--- src/rtl/sha256_pkg.sv ---
`default_nettype none
// ---------------------------------------------------------------------------
// sha256_pkg : SHA-256 types, round constants, IV and bit-mixing functions
// rev 1.0
// ---------------------------------------------------------------------------
package sha256_pkg;

  typedef logic [31:0] word_t;
  // Element 0 is a / H0 and lands in the MSBs when the state is flattened.
  typedef logic [0:7][31:0] hash_state_t;

  typedef enum logic [1:0] {
    IDLE = 2'd0,
    RUN  = 2'd1,
    FIN  = 2'd2
  } fsm_state_t;

  localparam word_t K [0:63] = '{
    32'h428a2f98, 32'h71374491, 32'hb5c0fbcf, 32'he9b5dba5, 32'h3956c25b, 32'h59f111f1, 32'h923f82a4, 32'hab1c5ed5,
    32'hd807aa98, 32'h12835b01, 32'h243185be, 32'h550c7dc3, 32'h72be5d74, 32'h80deb1fe, 32'h9bdc06a7, 32'hc19bf174,
    32'he49b69c1, 32'hefbe4786, 32'h0fc19dc6, 32'h240ca1cc, 32'h2de92c6f, 32'h4a7484aa, 32'h5cb0a9dc, 32'h76f988da,
    32'h983e5152, 32'ha831c66d, 32'hb00327c8, 32'hbf597fc7, 32'hc6e00bf3, 32'hd5a79147, 32'h06ca6351, 32'h14292967,
    32'h27b70a85, 32'h2e1b2138, 32'h4d2c6dfc, 32'h53380d13, 32'h650a7354, 32'h766a0abb, 32'h81c2c92e, 32'h92722c85,
    32'ha2bfe8a1, 32'ha81a664b, 32'hc24b8b70, 32'hc76c51a3, 32'hd192e819, 32'hd6990624, 32'hf40e3585, 32'h106aa070,
    32'h19a4c116, 32'h1e376c08, 32'h2748774c, 32'h34b0bcb5, 32'h391c0cb3, 32'h4ed8aa4a, 32'h5b9cca4f, 32'h682e6ff3,
    32'h748f82ee, 32'h78a5636f, 32'h84c87814, 32'h8cc70208, 32'h90befffa, 32'ha4506ceb, 32'hbef9a3f7, 32'hc67178f2
  };

  localparam hash_state_t IV = {
    32'h6a09e667, 32'hbb67ae85, 32'h3c6ef372, 32'ha54ff53a,
    32'h510e527f, 32'h9b05688c, 32'h1f83d9ab, 32'h5be0cd19
  };

  function automatic word_t rotr(input word_t x, input int unsigned n);
    return (x >> n) | (x << (32 - n));
  endfunction

  function automatic word_t big_sigma0(input word_t x);
    return rotr(x, 2) ^ rotr(x, 13) ^ rotr(x, 22);
  endfunction

  function automatic word_t big_sigma1(input word_t x);
    return rotr(x, 6) ^ rotr(x, 11) ^ rotr(x, 25);
  endfunction

  function automatic word_t small_sigma0(input word_t x);
    return rotr(x, 7) ^ rotr(x, 18) ^ (x >> 3);
  endfunction

  function automatic word_t small_sigma1(input word_t x);
    return rotr(x, 17) ^ rotr(x, 19) ^ (x >> 10);
  endfunction

  function automatic word_t ch(input word_t e, input word_t f, input word_t g);
    return (e & f) ^ (~e & g);
  endfunction

  function automatic word_t maj(input word_t a, input word_t b, input word_t c);
    return (a & b) ^ (a & c) ^ (b & c);
  endfunction

endpackage
`default_nettype wire

--- src/rtl/sha256_round.sv ---
`default_nettype none
// ---------------------------------------------------------------------------
// sha256_round : one combinational SHA-256 compression round
// rev 1.0
// ---------------------------------------------------------------------------
module sha256_round
  import sha256_pkg::*;
(
  input  hash_state_t st_in,
  input  word_t       k,
  input  word_t       w,
  output hash_state_t st_out
);

  word_t t1;
  word_t t2;

  always_comb begin
    t1 = st_in[7] + big_sigma1(st_in[4]) + ch(st_in[4], st_in[5], st_in[6]) + k + w;
    t2 = big_sigma0(st_in[0]) + maj(st_in[0], st_in[1], st_in[2]);
    st_out = {t1 + t2, st_in[0], st_in[1], st_in[2],
              st_in[3] + t1, st_in[4], st_in[5], st_in[6]};
  end

endmodule
`default_nettype wire

--- src/rtl/sha256_iter_core.sv ---
`default_nettype none
// ---------------------------------------------------------------------------
// sha256_iter_core : iterative SHA-256 block compression, R rounds per clock
// rev 1.0
// ---------------------------------------------------------------------------
module sha256_iter_core
  import sha256_pkg::*;
#(
  parameter int ROUNDS_PER_CYCLE = 1
) (
  input  logic         clk,
  input  logic         rst,
  input  logic         blk_valid,
  output logic         blk_ready,
  input  logic         blk_first,
  input  logic [511:0] blk_data,
  output logic         busy,
  output logic         digest_valid,
  output logic [255:0] digest
);

  localparam int R = ROUNDS_PER_CYCLE;

  if (!(R == 1 || R == 2 || R == 4 || R == 8 || R == 16)) begin : g_bad_rounds
    $error("ROUNDS_PER_CYCLE must be 1, 2, 4, 8 or 16");
  end

  typedef logic [0:15][31:0]    win_t;
  typedef logic [0:15+R][31:0]  ext_t;

  fsm_state_t  state;
  logic [5:0]  rnd;
  win_t        win;
  hash_state_t work;
  hash_state_t base;
  hash_state_t h_reg;
  ext_t        ext;
  hash_state_t round_out;

  // Words 0..R-1 feed this cycle's rounds; words R..R+15 become the next window.
  function automatic ext_t expand(input win_t w);
    ext_t x;
    x = '0;
    for (int i = 0; i < 16; i++) x[i] = w[i];
    for (int i = 16; i < 16 + R; i++)
      x[i] = small_sigma1(x[i-2]) + x[i-7] + small_sigma0(x[i-15]) + x[i-16];
    return x;
  endfunction

  assign ext = expand(win);

  for (genvar j = 0; j < R; j++) begin : g_round
    hash_state_t st_in;
    hash_state_t st_out;
    if (j == 0) begin : g_first
      assign st_in = work;
    end else begin : g_chain
      assign st_in = g_round[j-1].st_out;
    end
    sha256_round u_round (
      .st_in  (st_in),
      .k      (K[rnd + 6'(j)]),
      .w      (ext[j]),
      .st_out (st_out)
    );
  end

  assign round_out = g_round[R-1].st_out;
  assign digest    = h_reg;

  always_ff @(posedge clk) begin
    if (rst) begin
      state        <= IDLE;
      blk_ready    <= 1'b1;
      busy         <= 1'b0;
      digest_valid <= 1'b0;
      h_reg        <= IV;
      rnd          <= '0;
      win          <= '0;
      work         <= '0;
      base         <= '0;
    end else begin
      digest_valid <= 1'b0;
      unique case (state)
        IDLE: begin
          if (blk_valid && blk_ready) begin
            win       <= blk_data;
            work      <= blk_first ? IV : h_reg;
            base      <= blk_first ? IV : h_reg;
            rnd       <= '0;
            state     <= RUN;
            blk_ready <= 1'b0;
            busy      <= 1'b1;
          end
        end
        RUN: begin
          work <= round_out;
          for (int i = 0; i < 16; i++) win[i] <= ext[i+R];
          rnd <= rnd + 6'(R);
          if (rnd == 6'(64 - R)) state <= FIN;
        end
        FIN: begin
          for (int i = 0; i < 8; i++) h_reg[i] <= base[i] + work[i];
          digest_valid <= 1'b1;
          blk_ready    <= 1'b1;
          busy         <= 1'b0;
          state        <= IDLE;
        end
        default: state <= IDLE;
      endcase
    end
  end

endmodule
`default_nettype wire

--- config.mk ---
export PLATFORM = sky130hd
export DESIGN_NAME = sha256_iter_core
export DESIGN_NICKNAME = d
export VERILOG_FILES = /design/src/rtl/sha256_pkg.sv /design/src/rtl/sha256_round.sv /design/src/rtl/sha256_iter_core.sv
export SDC_FILE = /design/constraint.sdc
export NUM_CORES = 2
export LEC_CHECK = 0
export ABC_CLOCK_PERIOD_IN_PS = 11500
export BUFFER_PORTS_ARGS = -buffer_cell sky130_fd_sc_hd__buf_4
export CAP_MARGIN = 20
export CORE_UTILIZATION = 35
export DETAILED_ROUTE_END_ITERATION = 10
export SYNTH_ARGS = -nofsm -noshare
export SYNTH_HDL_FRONTEND = slang
export SYNTH_HIERARCHICAL = 1
export SYNTH_SLANG_ARGS = --single-unit
export TNS_END_PERCENT = 30
--- constraint.sdc ---
create_clock -name clk -period 11.5 [get_ports clk]
set_input_delay 0.575 -clock clk [delete_from_list [all_inputs] [get_ports clk]]
set_output_delay 0.575 -clock clk [all_outputs]
set_load 0.03 [all_outputs]
==> flow_metrics.env <==
export IMPL_status="complete, no violations"
export IMPL_leakage_nw=40.2
export IMPL_yosysMostFrequentCell="nand2_1"
export IMPL_synth_top_area_cell="dfxtp_1"
export IMPL_drv_cap=0
export IMPL_r2r_start="rnd[0]$_SDFFE_PP0P_"
export IMPL_ir_worst_vdd_mv=0.729
export IMPL_dp_cells=13400
export IMPL_portBuffers=774
export IMPL_cts_buffers=155
export IMPL_die_y_um=484
export IMPL_synth_top_area_share_pct=31.8
export IMPL_ctsResizeCount=0
export IMPL_rsz0062_at_grt="no"
export IMPL_ys_seq_area_share_pct=31.8
export IMPL_fin_util_pct=42.3
export IMPL_clock_sinks=1291
export IMPL_postCtsSetupBuffers=0
export IMPL_synthFlopType="dfxtp_1"
export IMPL_yosys_top_cells_area="dfxtp_1, nand2_1, ha_1"
export IMPL_worstSetupEndpointType="flip-flop"
export IMPL_final_cells=14100
export IMPL_drv_slew=0
export IMPL_syn_to_final_growth_pct=19.9
export IMPL_startpoint_type="flip-flop"
export IMPL_cts_tree="done"
export IMPL_finalSetupTns_ps=0
export IMPL_worstPathMaxFanout=32
export IMPL_period_needed_ps=9310
export IMPL_worst_slew_pin_slew_ps=1170
export IMPL_hpwl_mm=265
export IMPL_drive_above_1_share_pct=11.1
export IMPL_viasPerCell=5.68
export IMPL_core_area_sq_mm=0.230
export IMPL_grt_ovfl_total=0
export IMPL_final_period_utilization_pct=80.9
export IMPL_netlist_area_sq_mm=0.0812
export IMPL_gp_congestion=0.964
export IMPL_cts_buffer_depth=3
export IMPL_die_w_um=484
export IMPL_cpMostUsedCell="o21ai_0"
export IMPL_maxClockFrequency_ghz=0.107
export IMPL_drt_iter0_drc=7958
export IMPL_setup_viol=0
export IMPL_yosys_warnings=6
export IMPL_cts_root_buf="clkbuf_16"
export IMPL_firstDrtPassIters=6
export IMPL_final_nets=12000
export IMPL_critPathLaunch="rnd[0]$_SDFFE_PP0P_"
export IMPL_clk_latency_ps=840
export IMPL_slowest_stage="ha_1"
export IMPL_ant_nets=0
export IMPL_cpPeakStageDelay_ps=780
export IMPL_grt_pass1_wl_mm=522
export IMPL_grt_start_max_net_pins=250
export IMPL_ys_ff_latch=1291
export IMPL_path_clk_slew_ps=60
export IMPL_vias=80300
export IMPL_dieArea_sq_mm=0.234
export IMPL_skew_ps=55.3
export IMPL_grt_total_usage_pct=29.6
export IMPL_syn_area_per_cell_sq_um=7.77
export IMPL_wl_per_cell_um=25.4
export IMPL_cp_arrival_ps=9980
export IMPL_htreeDepth=4
export IMPL_hold_viol_final=0
export IMPL_synth_common_cells="nand2_1, dfxtp_1, nor2_1"
export IMPL_syn_nets=11500
export IMPL_path_class="reg -> reg"
export IMPL_r2r_worst_path_cells=35
export IMPL_start_util_pct=35.3
export IMPL_route_detailed_drc=0
export IMPL_async_flop_share_pct=0
export IMPL_r2r_slack_ps=2190
export IMPL_io_pins=775
export IMPL_routed_wirelength_mm=359
export IMPL_hold_class="in -> reg"
export IMPL_crit_end="g_round[0].st_in[255]$_SDFFE_PP0P_"
export IMPL_synthesis_instances=10400
export IMPL_hold_ws_ps=49.8
export IMPL_synth_edf_count=0
export IMPL_power_density_mw_per_mm2=362
export IMPL_critical_path_required_ps=12180
export IMPL_yosysUniqueCellTypes=95
export IMPL_r2r_end="g_round[0].st_in[255]$_SDFFE_PP0P_"
export IMPL_antenna_found_initial=40
export IMPL_row_count=176
export IMPL_slew_headroom_pct=21.7
export IMPL_grt_pass1_vias=76500
[how the worst min path moves through the flow]
stage	start	to	slack (ps)	depth (start not counted)
global placement	base[128]$_SDFFE_PP0P_	base[128]$_SDFFE_PP0P_	450	2
floorplan	ext[35]$_SDFFE_PP0P_	ext[35]$_SDFFE_PP0P_	430	2
CTS	blk_data[28]	ext[60]$_SDFFE_PP0P_	0.08	3
detailed placement	busy$_SDFFE_PP0P_	busy$_SDFFE_PP0P_	450	2
global route	blk_data[470]	ext[502]$_SDFFE_PP0P_	20	3
finish	blk_data[9]	ext[41]$_SDFFE_PP0P_	50	3
[final cells by class]
class	instances	area (sq um)
Inverter	423	1590
Tap cell	3026	3790
Multi-Input combinational cell	7744	49400
Clock inverter	62	823
Timing Repair Buffer	1329	11300
Sequential cell	1291	25900
Fill cell	23100	133000
Clock buffer	221	4540
Antenna cell	30	75.1
[worst max-delay path: cells and delay by family (launching register included)]
family	cells	cell delay (ps)
adder cells (fa/ha/maj)	7	3460
AO/OA/AOI/OAI	12	2640
AND/OR/NAND/NOR	8	1250
buffers and inverters	6	910
XOR/XNOR	2	530
flip-flops	1	340
[metal layers]
layer	part of all wire [%]	wire, um	global-route usage (%)	vias up
met3	7.6	27300	5.19	705
li1	-	-	-	37300
met5	0.020	72	0	-
met4	6.3	22600	16.8	10
met2	45	160000	46.5	3522
met1	41	149000	38.1	38800
[cells by family (layout without fill, tap and decap cells)]
kind of cell,after synthesis,in the layout,synth area share (%)
xor+xnor,564,564,6.10
simple gates,3783,3783,20.0
fa+ha+maj,586,586,10.8
other cells,0,30,0
buf+inv,1409,2035,7.41
mux,57,57,0.795
compound gates,2754,2754,23.0
flops,1291,1291,31.8
[sequential cells by signal, indices dropped and copies added, names as in the netlist]
name           count
digest           256
digest_valid       1
base             256
ext              512
rnd                6
g_round.st_in    256
busy               1
state              2
blk_ready          1
[cell usage in the layout, fill, tap and decap left out, types with 218 or more instances in the layout]
cell	instances
a211oi_1	325
a21oi_1	770
a311oi_1	501
buf_4	877
dfxtp_1	1287
dlygate4sd3_1	436
ha_1	389
inv_1	419
nand2_1	1823
nor2_1	1152
o211ai_1	236
o21ai_0	369
xnor2_1	345
xor2_1	218
[what timing repair did]
| item | 4_1_cts | 5_1_grt |
|---|---|---|
| hold buffers | 436 | 0 |
| setup endpoints to repair | 0 | 0 |
| endpoints found under the hold margin | 436 | 0 |
[through the flow]
stage	power, mW	setup WS (ps)	area, sq um
after floorplan	22.4	2980	81200
after global placement	29.5	2240	87500
after detailed placement	29.5	2310	87500
after CTS	35.0	2250	97300
after global routing	37.7	1620	97300
final	35.2	2190	97300
[power by group]
group / internal, mW / total, mW / switching [mW]
sequential: 4.96 / 5.75 / 0.799
combinational: 9.41 / 24.2 / 14.8
clock: 3.02 / 5.22 / 2.19
total: 17.4 / 35.2 / 17.8
Power figures use the tool's default switching activity.
